### src/rtl/req_scan_strobe_pkg.sv
// Shared definitions for the request scan/strobe block.
//   state_t    : FSM state encoding (2 bits)
//   DEF_WIDTH  : default request vector width
//   clog2      : index width helper, never returns less than 1
package req_scan_pkg;

  typedef enum logic [1:0] {
    ST_IDLE = 2'd0,
    ST_SCAN = 2'd1,
    ST_DONE = 2'd2
  } state_t;

  localparam int DEF_WIDTH = 4;

  // Ceiling log2 with a floor of 1 so a 1-bit vector still gets an index bit.
  function automatic int clog2(input int value);
    int res;
    res = 0;
    while ((1 << res) < value) res++;
    if (res < 1) res = 1;
    return res;
  endfunction

endpackage

### src/rtl/req_scan_strobe_if.sv
// Bundle of request/scan handshake signals between a producer and the scanner.
//   req_in/req_vld : request bits and their qualifier
//   start          : scan request
//   busy/done      : scanner status, done is a one-cycle pulse
//   found/idx      : scan result
//   vec_out/en_out : snapshot and one-cycle enable for the downstream stage
// master drives requests/start, slave (the scanner) drives status/results.
interface req_scan_strobe_if #(
  parameter int WIDTH = 4,
  parameter int IDXW  = 2
) ();

  logic [WIDTH-1:0] req_in;
  logic             req_vld;
  logic             start;
  logic             busy;
  logic             done;
  logic             found;
  logic [IDXW-1:0]  idx;
  logic [WIDTH-1:0] vec_out;
  logic             en_out;

  modport master (
    output req_in, req_vld, start,
    input  busy, done, found, idx, vec_out, en_out
  );

  modport slave (
    input  req_in, req_vld, start,
    output busy, done, found, idx, vec_out, en_out
  );

endinterface

### src/rtl/req_scan_strobe_pend_reg.sv
// Sticky pending-request register.
//   clk/rst  : clock, synchronous active-high reset
//   set_vld  : qualifies set_vec this cycle
//   set_vec  : bits to set
//   clr_mask : bits to clear (a set on the same bit wins)
//   pend     : current pending set
module req_pend_reg #(
  parameter int WIDTH = 4
) (
  input  logic             clk,
  input  logic             rst,
  input  logic             set_vld,
  input  logic [WIDTH-1:0] set_vec,
  input  logic [WIDTH-1:0] clr_mask,
  output logic [WIDTH-1:0] pend
);

  logic [WIDTH-1:0] pend_d;
  logic [WIDTH-1:0] pend_q;

  // Clear applied first, then OR in new requests so set has priority.
  always_comb begin
    pend_d = (pend_q & ~clr_mask) | (set_vld ? set_vec : '0);
  end

  always_ff @(posedge clk) begin
    if (rst) pend_q <= '0;
    else     pend_q <= pend_d;
  end

  assign pend = pend_q;

endmodule

### src/rtl/req_scan_strobe.sv
// Request scanner: accumulates sticky requests, snapshots them on start,
// scans the snapshot LSB-first one bit per clock, stops at the first set bit,
// consumes that request, then strobes the snapshot to the downstream stage.
//   clk/rst : clock, synchronous active-high reset
//   bus     : slave side of req_scan_strobe_if (requests in, status/results out)
module req_scan_strobe
  import req_scan_pkg::*;
#(
  parameter int WIDTH = DEF_WIDTH,
  parameter int IDXW  = clog2(WIDTH)
) (
  input  logic              clk,
  input  logic              rst,
  req_scan_strobe_if.slave  bus
);

  localparam logic [IDXW-1:0] PTR_LAST = IDXW'(WIDTH - 1);

  state_t           state_d, state_q;
  logic [IDXW-1:0]  ptr_d,   ptr_q;
  logic [WIDTH-1:0] snap_d,  snap_q;
  logic [WIDTH-1:0] vec_d,   vec_q;
  logic             found_d, found_q;
  logic [IDXW-1:0]  idx_d,   idx_q;
  logic [WIDTH-1:0] clr_mask;
  logic [WIDTH-1:0] pend;

  req_pend_reg #(.WIDTH(WIDTH)) u_pend (
    .clk      (clk),
    .rst      (rst),
    .set_vld  (bus.req_vld),
    .set_vec  (bus.req_in),
    .clr_mask (clr_mask),
    .pend     (pend)
  );

  always_comb begin
    state_d  = state_q;
    ptr_d    = ptr_q;
    snap_d   = snap_q;
    vec_d    = vec_q;
    found_d  = found_q;
    idx_d    = idx_q;
    clr_mask = '0;
    case (state_q)
      ST_IDLE: begin
        if (bus.start) begin
          snap_d  = pend;
          vec_d   = pend;
          ptr_d   = '0;
          found_d = 1'b0;
          idx_d   = '0;
          state_d = ST_SCAN;
        end
      end
      ST_SCAN: begin
        if (snap_q[ptr_q]) begin
          // Granting the bit consumes the matching pending request.
          found_d  = 1'b1;
          idx_d    = ptr_q;
          clr_mask = WIDTH'(1) << ptr_q;
          state_d  = ST_DONE;
        end else if (ptr_q == PTR_LAST) begin
          found_d = 1'b0;
          state_d = ST_DONE;
        end else begin
          ptr_d = ptr_q + IDXW'(1);
        end
      end
      ST_DONE: begin
        state_d = ST_IDLE;
      end
      default: begin
        state_d = ST_IDLE;
      end
    endcase
  end

  always_ff @(posedge clk) begin
    if (rst) begin
      state_q <= ST_IDLE;
      ptr_q   <= '0;
      snap_q  <= '0;
      vec_q   <= '0;
      found_q <= 1'b0;
      idx_q   <= '0;
    end else begin
      state_q <= state_d;
      ptr_q   <= ptr_d;
      snap_q  <= snap_d;
      vec_q   <= vec_d;
      found_q <= found_d;
      idx_q   <= idx_d;
    end
  end

  assign bus.busy    = (state_q == ST_SCAN) || (state_q == ST_DONE);
  assign bus.done    = (state_q == ST_DONE);
  assign bus.en_out  = (state_q == ST_DONE);
  assign bus.found   = found_q;
  assign bus.idx     = idx_q;
  assign bus.vec_out = vec_q;

endmodule

### src/flat_wrapper.sv
// flat-port wrapper written by rule: the top's interface ports become plain ports
module req_scan_strobe_flat import req_scan_pkg::*;
#(
  parameter int WIDTH = DEF_WIDTH,
  parameter int IDXW  = clog2(WIDTH)
)
  (clk, rst, bus_req_in, bus_req_vld, bus_start, bus_busy, bus_done, bus_found, bus_idx, bus_vec_out, bus_en_out);
  req_scan_strobe_if #(.WIDTH(WIDTH), .IDXW(IDXW)) bus_i ();
  input  logic clk;
  input  logic rst;
  input wire logic [$bits(bus_i.req_in)-1:0] bus_req_in;
  input wire logic [$bits(bus_i.req_vld)-1:0] bus_req_vld;
  input wire logic [$bits(bus_i.start)-1:0] bus_start;
  output wire logic [$bits(bus_i.busy)-1:0] bus_busy;
  output wire logic [$bits(bus_i.done)-1:0] bus_done;
  output wire logic [$bits(bus_i.found)-1:0] bus_found;
  output wire logic [$bits(bus_i.idx)-1:0] bus_idx;
  output wire logic [$bits(bus_i.vec_out)-1:0] bus_vec_out;
  output wire logic [$bits(bus_i.en_out)-1:0] bus_en_out;
  assign bus_i.req_in = bus_req_in;
  assign bus_i.req_vld = bus_req_vld;
  assign bus_i.start = bus_start;
  assign bus_busy = bus_i.busy;
  assign bus_done = bus_i.done;
  assign bus_found = bus_i.found;
  assign bus_idx = bus_i.idx;
  assign bus_vec_out = bus_i.vec_out;
  assign bus_en_out = bus_i.en_out;
  req_scan_strobe #(.WIDTH(WIDTH), .IDXW(IDXW)) u_core (.clk(clk), .rst(rst), .bus(bus_i));
endmodule
### config.mk
export PLATFORM = sky130hd
export DESIGN_NAME = req_scan_strobe_flat
export DESIGN_NICKNAME = d
export VERILOG_FILES = /design/src/rtl/req_scan_strobe_pkg.sv /design/src/rtl/req_scan_strobe_if.sv /design/src/rtl/req_scan_strobe_pend_reg.sv /design/src/rtl/req_scan_strobe.sv /design/src/flat_wrapper.sv
export SDC_FILE = /design/constraint.sdc
export NUM_CORES = 1
export LEC_CHECK = 0
export ABC_CLOCK_PERIOD_IN_PS = 2100
export BUFFER_PORTS_ARGS = -buffer_cell sky130_fd_sc_hd__buf_2
export CAP_MARGIN = 20
export CORE_MARGIN = 5
export CORE_UTILIZATION = 51
export DETAILED_ROUTE_END_ITERATION = 6
export PLACE_DENSITY = 0.82
export SLEW_MARGIN = 0
export SYNTH_ARGS = -nofsm -noshare
export SYNTH_HDL_FRONTEND = slang
export SYNTH_SLANG_ARGS = --single-unit
### constraint.sdc
create_clock -name clk -period 2.1 [get_ports clk]
set_input_delay 0.105 -clock clk [delete_from_list [all_inputs] [get_ports clk]]
set_output_delay 0.105 -clock clk [all_outputs]
set_load 0.02 [all_outputs]
Yosys cells after proc, flatten, opt, wreduce, memory -nomap -nowiden --
Index checks and enable logic that the tools add are counted.
Cells by class: add/subtract/negate cells 1, $lt $le $gt $ge 1, equal/unequal tests 8, shift operators 1, muxes and demuxes 19, bitwise operators 3, reductions and logical operators 8
Operators with widths (number):
- $mux 2 | 7
- $mux 4 | 3
- $pmux 2 s2 | 3
- $ne 2x2->1 const B | 3
- $reduce_and 3->1 | 2
- $and 4x4->4 | 1
- $eq 2x2->1 const B | 2
- $mux 1 | 4
- $not 4->4 | 1
- $or 4x4->4 | 1
- $reduce_and 2->1 | 2
- $reduce_and 4->1 | 1
- $shl 1x2->4 const A | 1
- $lt 2x3->1 const B | 1
- $ne 3x1->1 const B | 1
- $add 2x1->2 const B | 1
- $bmux 1 s2 | 1
- $eq 2x1->1 const B | 1
- $logic_not 2->1 | 1
- $ne 2x1->1 const B | 1
- $pmux 1 s2 | 1
- $reduce_bool 2->1 | 1
- $logic_or 1x1->1 | 1
Storage, ports and cells: flip-flop bits (word level) 15, bits of input ports 8, output and inout bits 10, logic and storage cells 47

Depth between registers and ports, before layout --
Gate-level depths: netlist of the first run.
depth in word-level cells 7, gate-level depth with buffers 7, depth with buffers taken out 6

Hierarchy --
A second synthesis of the first run with hierarchy kept.
Second synthesis, totals: cells, all modules 94, area total of the unflattened synthesis 813.3 µm²
Modules (own cells, without submodules):
- req_scan_strobe | instances 1, cells an instance 78, area an instance 673.1 µm², sequential area each 220.2 µm²
- req_pend_reg | instances 1, cells an instance 16, area an instance 140.1 µm², sequential area each 80.1 µm²

Worst setup path before layout of the first run --
OpenSTA, ideal clock, no wires.
kind register to register, from reg u_core.ptr_q[0], to reg u_core.ptr_q[0], setup time 0.070 ns, arrival 1.605 ns, required time 2.030 ns, path slack 0.425 ns, stages on the path, launching flop included 5, path buffers 0, cells stage by stage dfxtp_1 -> mux4_2 -> nor2_1 -> mux2_2 -> a21oi_1
On the way: cells in the longest elaborated chain, start to end 4, elaborated cells between the ends (all ways) 10, classes of those cells add/sub: 1; eq/ne: 3; mux: 5; reduce/logical: 1
Ends and longest elaborated chain:
- start: declaration | line req_scan_strobe.sv:20 | logic [IDXW-1:0] ptr_d, ptr_q;
- start signal: assignment | line req_scan_strobe.sv:89 | ptr_q <= ptr_d;
- $add 2x1->2 or $bmux 1 s2 (tied branches) | line req_scan_strobe.sv:67, req_scan_strobe.sv:57
- $mux 2 or $mux 1 (tied branches) | line req_scan_strobe.sv:63, req_scan_strobe.sv:57
- $mux 2 or $ne 2x2->1 (tied branches)
- $pmux 2 s2 or $reduce_and 4->1 (tied branches)
Parallel ways exist; a longest one is shown, timed or not. The select of a mux whose other input is x is not followed. A chain may end at the register's enable or synchronous reset.

Worst setup path in the final report of the first run --
Same ends and word-level chain as after synthesis.

==> results of run 1 <==
[routing by layer]
metal	up-vias	global-route usage	part of all wire
li1	364	-	-
met1	333	0.214	0.45
met2	30	0.206	0.44
met3	8	0.0422	0.077
met4	0	0.0742	0.027
met5	-	0	0
[sequential cells by signal, summed over array words and instances (netlist names)]
name                cells
u_core.u_pend.pend      4
u_core.bus.found        1
u_core.state_q          2
u_core.bus.idx          2
u_core.ptr_q            2
u_core.snap_q           4
[placed cells by master (no fill, tap or decap), types with 2 or more instances in the layout]
master,instances
inv_1,7
ha_1,7
clkbuf_4,3
nand2_1,10
a21oi_1,9
dfxtp_1,15
o21ai_0,4
nand3_1,9
a22oi_1,4
nor2_1,10
buf_2,17
mux2_2,2
a221oi_1,2
[metrics by stage]
step / worst slack, ps / instances / util
final: 301 / 128 / 0.603
after global routing: 165 / 128 / 0.603
after CTS: 310 / 128 / 0.603
after detailed placement: 346 / 124 / 0.585
after global placement: 402 / 124 / 0.585
after floorplan: 425 / 96 / -
[cell usage after synthesis]
| library cell | count |
|---|---|
| o21a_1 | 1 |
| a22o_2 | 1 |
| a21oi_1 | 9 |
| nor3_1 | 1 |
| buf_4 | 1 |
| mux2i_1 | 1 |
| nand3_1 | 9 |
| buf_6 | 2 |
| a22oi_1 | 4 |
| o31a_2 | 1 |
| nor2b_1 | 1 |
| ha_1 | 7 |
| buf_2 | 1 |
| a2bb2oi_1 | 1 |
| nand2b_1 | 1 |
| nor2_1 | 10 |
| and3_1 | 1 |
| a221oi_1 | 2 |
| inv_1 | 7 |
| nand2_1 | 10 |
| o21ai_0 | 4 |
| dfxtp_1 | 15 |
| clkbuf_1 | 2 |
| mux4_2 | 1 |
| mux2_2 | 2 |
| nand4_1 | 1 |
[kinds of logic after synthesis]
logic type,after synthesis,synth area share
simple gates,34,0.185
compound gates,23,0.184
flops,15,0.370
buf+inv,13,0.0849
fa+ha+maj,7,0.108
mux,4,0.0679
[final timing paths]
check	start	end	slack, ps
max reg2reg	u_core.ptr_q[0]	u_core.ptr_q[0]	300
min reg2reg	u_core.bus.idx[1]	u_core.bus.idx[1]	480
max	u_core.ptr_q[0]	u_core.ptr_q[0]	300
min	bus_req_in[2]	u_core.u_pend.pend[2]	70
[area by class of cell]
cell class / count / area, µm² / area share
well taps: 16 / 20.0 / 0.0220
clock buffers: 3 / 22.5 / 0.0248
flip-flops and latches: 15 / 300 / 0.331
repair buffers: 18 / 92.6 / 0.102
clock inverters: 1 / 5.00 / 0.00551
multi-input cells: 68 / 442 / 0.486
inverters: 7 / 26.3 / 0.0289
[power groups by stage]
stage	logic [mW]	registers, mW	clock network [mW]
after global placement	0.109	0.316	0
after floorplan	0.0848	0.318	0
final	0.113	0.310	0.168
after CTS	0.113	0.310	0.172
after global routing	0.126	0.313	0.190
after detailed placement	0.111	0.317	0
[critical path, stage by stage (launching register included)]
cell and delay (ps):
dfxtp_1 500, mux4_2 560, nor2_1 200, mux2_2 360, a21oi_1 130
==> reports/summary.txt, run 1 <==
cts bufs inserted: 3
Cell Int Power: 0.412 mW
global-route wire length before repair: 2920 µm
Final GP Congestion: 0.864
Slew @ Worst Pin: 512 ps
PostCTS Resize Cnt: 0
Sw Ratio: 0.304
max-cap violations: 0
final antenna-violating net count: 0
clk sink count: 15
mean post-synth cell area: 8.45 µm²
total power: 0.592 mW
# nets final: 128
R2R depth: 4
Die ar.: 2490 µm²
io pins: 18
Max Freq: 556 MHz
Max IR drop VDD: 488 µV
Mapped Area: 811 µm²
Worst Path Class, Setup: flip-flop to flip-flop
CTS tree: done
Post-route DRC: 0
Setup TNS Final: 0 ps
Synth area leader: dfxtp_1
Filler Cell Count: 142
DR iter-0 viols: 26
Hold Vio Cnt, Final: 0
period utilization: 0.857
RSZ-0062 raised after global routing: false
#FFs+latches synth: 15
DRT Pass-1 Iters: 4
Setup crit end kind: flip-flop
ant diodes: 0
hold-fix buffer count after cts: 0
drt via density: 5.74
routed length per placed instance: 13.8 µm
H-tree levels: 1
share of cells above drive strength 1: 0.241
sequential area share after synthesis: 0.370
Syn Inst Count: 96
post-route cell area: 908 µm²
GRT Util Overall: 0.151
library cells used by synthesis: 26
CP max FO: 7
root buf cell: clkbuf_4
Hold Crit Depth: 3
Area Growth Syn to Fin: 12.0%
core area: 1510 µm²
startpoint class of the critical path: flip-flop
Hold WS: 73.5 ps
WL final: 1760 µm
vias in the first global route: 649
Clock transition at path regs: 90 ps
placed cell area: 881 µm²
Die W: 49.9 µm
Psw: 0.180 mW
Worst-Skew Late Latency: 290 ps
Port Buffers: 17
Slew Limit Fails: 0
status: finished, final reports clean
Tmin final: 1800 ps
crit path DAT: 2020 ps
synth top area cells: dfxtp_1, ha_1, a21oi_1
Setup violations, final: 0
sequential fraction of design power: 0.525
Leak: 0.385 nW
syn_nets: 111
Slew headroom: 0.659
routed via count: 735
DIE HEIGHT: 49.9 µm
Clk pwr share: 0.284
Rows: 14
Ys Warns: 0
Post-DP HPWL: 1270 µm
initial antenna violation count: 0
worst hold path class: input pin to flip-flop
Gate power share: 0.192
gr ovfl total: 0
clk buf depth: 2
Req. time, crit path: 2330 ps
Pwr Density: 652 nW/µm²
top cell type's share of synthesized area: 0.370
Starting Density: 0.538
largest net degree at the start of global routing: 16
Post-CTS Setup Inserts: 0
Clock Skew: 2.48 ps
No activity file was read; power rests on OpenSTA's default activity.
==> inputs of run 2 (changes only) <==
--- a/config.mk
+++ b/config.mk
@@ -6,13 +6,14 @@
 export NUM_CORES = 1
 export LEC_CHECK = 0
 export ABC_CLOCK_PERIOD_IN_PS = 2100
-export BUFFER_PORTS_ARGS = -buffer_cell sky130_fd_sc_hd__buf_2
 export CAP_MARGIN = 20
 export CORE_MARGIN = 5
-export CORE_UTILIZATION = 51
+export CORE_UTILIZATION = 55
 export DETAILED_ROUTE_END_ITERATION = 6
-export PLACE_DENSITY = 0.82
+export DONT_BUFFER_PORTS = 1
+export PLACE_DENSITY = 0.76
 export SLEW_MARGIN = 0
 export SYNTH_ARGS = -nofsm -noshare
 export SYNTH_HDL_FRONTEND = slang
+export SYNTH_HIERARCHICAL = 1
 export SYNTH_SLANG_ARGS = --single-unit
==> reports/summary.txt, run 2 <==
status: finished, final reports clean
commonest non-fill, non-tap cell in the layout: nand2_1
core area: 1350 µm² (-10%)
Mapped Area: 813 µm² (+0.31%)
count leader, synth: nand2_1
clk sink count: 15 (unchanged)
# nets final: 120 (-6.3%)
Area Growth Syn to Fin: 14.3%
Max Freq: 542 MHz (-2.6%)
Clock transition at path regs: 100 ps (about the same)
DR iter-0 viols: 16 (-38%)
Die ar.: 2350 µm² (-5.6%)
slowest stage delay, CP: 570 ps (about the same)
Worst-Skew Late Latency: 280 ps (about the same)
CP dominant cell by count: nand2_1
Slew @ Worst Pin: 399 ps (-113 ps)
total power: 0.651 mW (+10%)
top post-synthesis cells by count: nand2_1, dfxtp_1, a21oi_1
max-cap violations: 0 (unchanged)
pre-CTS WS: 357 ps (+11.1 ps)
syn_nets: 110 (-0.90%)
commonest non-fill, non-tap cells in the layout: nand2_1, dfxtp_1, a21oi_1
Slew headroom: 0.733 (+0.0745)
Post-DP HPWL: 1220 µm (-4.6%)
Starting Density: 0.602 (+0.0642)
Ys Warns: 6 (+6)
synth top area cells: dfxtp_1, ha_1, nand2_1
Setup violations, final: 0 (unchanged)
Worst Path Class, Setup: flip-flop to flip-flop
Slowest-stage cell, CP: dlygate4sd3_1
Req. time, crit path: 2280 ps (-50 ps)
Hold Vio Cnt, Final: 0 (unchanged)
library cells used by synthesis: 22 (-15%)
H-tree levels: 1 (unchanged)
DRT Pass-1 Iters: 4 (unchanged)
worst hold path class: input pin to flip-flop
Post-synth ARST share: 0 (unchanged)
clk buf depth: 2 (unchanged)
routed via count: 670 (-8.8%)
CTS tree: done
share of cells above drive strength 1: 0.0777 (-0.163)
Rows: 13 (-1)
CP max FO: 10 (+3)
RSZ-0062 raised after global routing: false
gr ovfl total: 0 (unchanged)
Post-CTS Setup Inserts: 0 (unchanged)
io pins: 18 (unchanged)
top cell type's share of synthesized area: 0.369 (-0.00114)
Post-route DRC: 0 (unchanged)
initial antenna violation count: 0 (unchanged)
sequential area share after synthesis: 0.369 (-0.00114)
GRT Util Overall: 0.165 (+0.0141)
Final GP Congestion: 0.788 (-8.8%)
Setup crit end kind: flip-flop
EDFF count, synth: 0 (unchanged)
Setup TNS Final: 0 ps (unchanged)
Clock Skew: 6.18 ps (+3.71 ps)
Synth area leader: dfxtp_1
ant diodes: 0 (unchanged)
crit path DAT: 2030 ps (about the same)
global-route wire length before repair: 3110 µm (+6.6%)
Slew Limit Fails: 0 (unchanged)
Syn Inst Count: 94 (-2.1%)
Port Buffers: 0 (-17)
setup ws final: 254 ps (-47.4 ps)
largest net degree at the start of global routing: 11 (-5)
final core occ: 0.689 (+0.0856)
drt via density: 5.68 (-1.1%)
#FFs+latches synth: 15 (unchanged)
startpoint class of the critical path: flip-flop
Hold WS: 16.3 ps (-57.2 ps)
Pwr Density: 700 nW/µm² (+7.5%)
routed length per placed instance: 15.1 µm (+9.6%)
Leak: 0.405 nW (+5.0%)
vias in the first global route: 682 (+5.1%)
mean post-synth cell area: 8.65 µm² (+2.4%)
WL final: 1780 µm (+1.1%)
Die W: 48.5 µm (-2.8%)
Tmin final: 1850 ps (+47.4 ps)
root buf cell: clkbuf_4
critical path, cell by cell: inv_1 > ha_1 > nand2_1 > nand2_1 > a21oi_1 > dlygate4sd3_1
final antenna-violating net count: 0 (unchanged)
period utilization: 0.879 (+0.0226)
DIE HEIGHT: 48.5 µm (-2.8%)
cts bufs inserted: 3 (unchanged)
Max IR drop VDD: 363 µV (-26%)
ys flop type: dfxtp_1
-- run 2: changes by cell type in the layout (fill, tap and decap cells not counted), moves of 3 or more --
cell	previous run	this run
a22oi_1	4	0
and3_1	1	4
buf_2	17	0
dlygate4sd3_1	0	9
mux2i_1	1	5
nand2_1	10	16
nand2b_1	1	6
nand3_1	9	5
nor2_1	10	3
o21ai_0	4	0
-- run 2: metrics by stage --
step	instances	area (µm²)
after floorplan	94	813
after global placement	105	812
after detailed placement	105	812
after CTS	118	930
after global routing	118	930
final	118	930
-- run 2: timing repair --
action	CTS	global route
hold endpoints to repair	10	0
hold buffers	9	0
resized for setup	0	0
-- run 2: cell families (layout without fill, tap and decap cells) --
family	Yosys count	after routing	share of synthesized area
DFF	15	15	0.369
muxes	7	7	0.0969
AOI/OAI and AO/OA	16	16	0.128
buffers and inverters	11	20	0.0569
and+or+nand+nor	37	37	0.226
adders and majority gates	8	8	0.123
-- run 2: where the power goes --
| part | total, mW | switching (mW) | internal (mW) |
|---|---|---|---|
| Clock | 0.169 | 0.0979 | 0.0707 |
| Combinational | 0.156 | 0.0914 | 0.0642 |
| Sequential | 0.327 | 0.0243 | 0.303 |
| Total | 0.651 | 0.214 | 0.438 |
-- run 2: worst paths after layout --
path                           end  slack, ps  depth (start not counted)                  start
max          u_core/bus.vec_out[1]        250                          6      u_core/state_q[1]
min                u_core/ptr_q[1]         20                          3                    rst
max reg2reg  u_core/bus.vec_out[1]        250                          6      u_core/state_q[1]
min reg2reg  u_core/u_pend/pend[1]        480                          2  u_core/u_pend/pend[1]
-- run 2: critical path: cells and delay by family (launching register included) --
family / cells / cell delay (ps)
AOI/OAI and AO/OA: 1 / 60
and+or+nand+nor: 2 / 270
DFF: 1 / 330
buffers and inverters: 2 / 680
adders and majority gates: 1 / 400
-- run 2: final cells by class --
| type | count | area (µm²) |
|---|---|---|
| fill | 119 | 420 |
| clock inverter | 1 | 5.00 |
| tap | 15 | 18.8 |
| clock buffer | 3 | 22.5 |
| sequential | 15 | 300 |
| inverter | 7 | 26.3 |
| timing repair buffer | 9 | 90.1 |
| multi-input combinational | 68 | 467 |
-- run 2: per-layer routing --
metal | global-route usage | routed length [µm] | up-vias | share of wire
met3 | 0.0489 | 89 | 2 | 0.050
met5 | 0 | 0 | - | 0
li1 | - | - | 335 | -
met4 | 0.108 | 16 | 0 | 0.0090
met2 | 0.265 | 914 | 11 | 0.51
met1 | 0.187 | 762 | 322 | 0.43
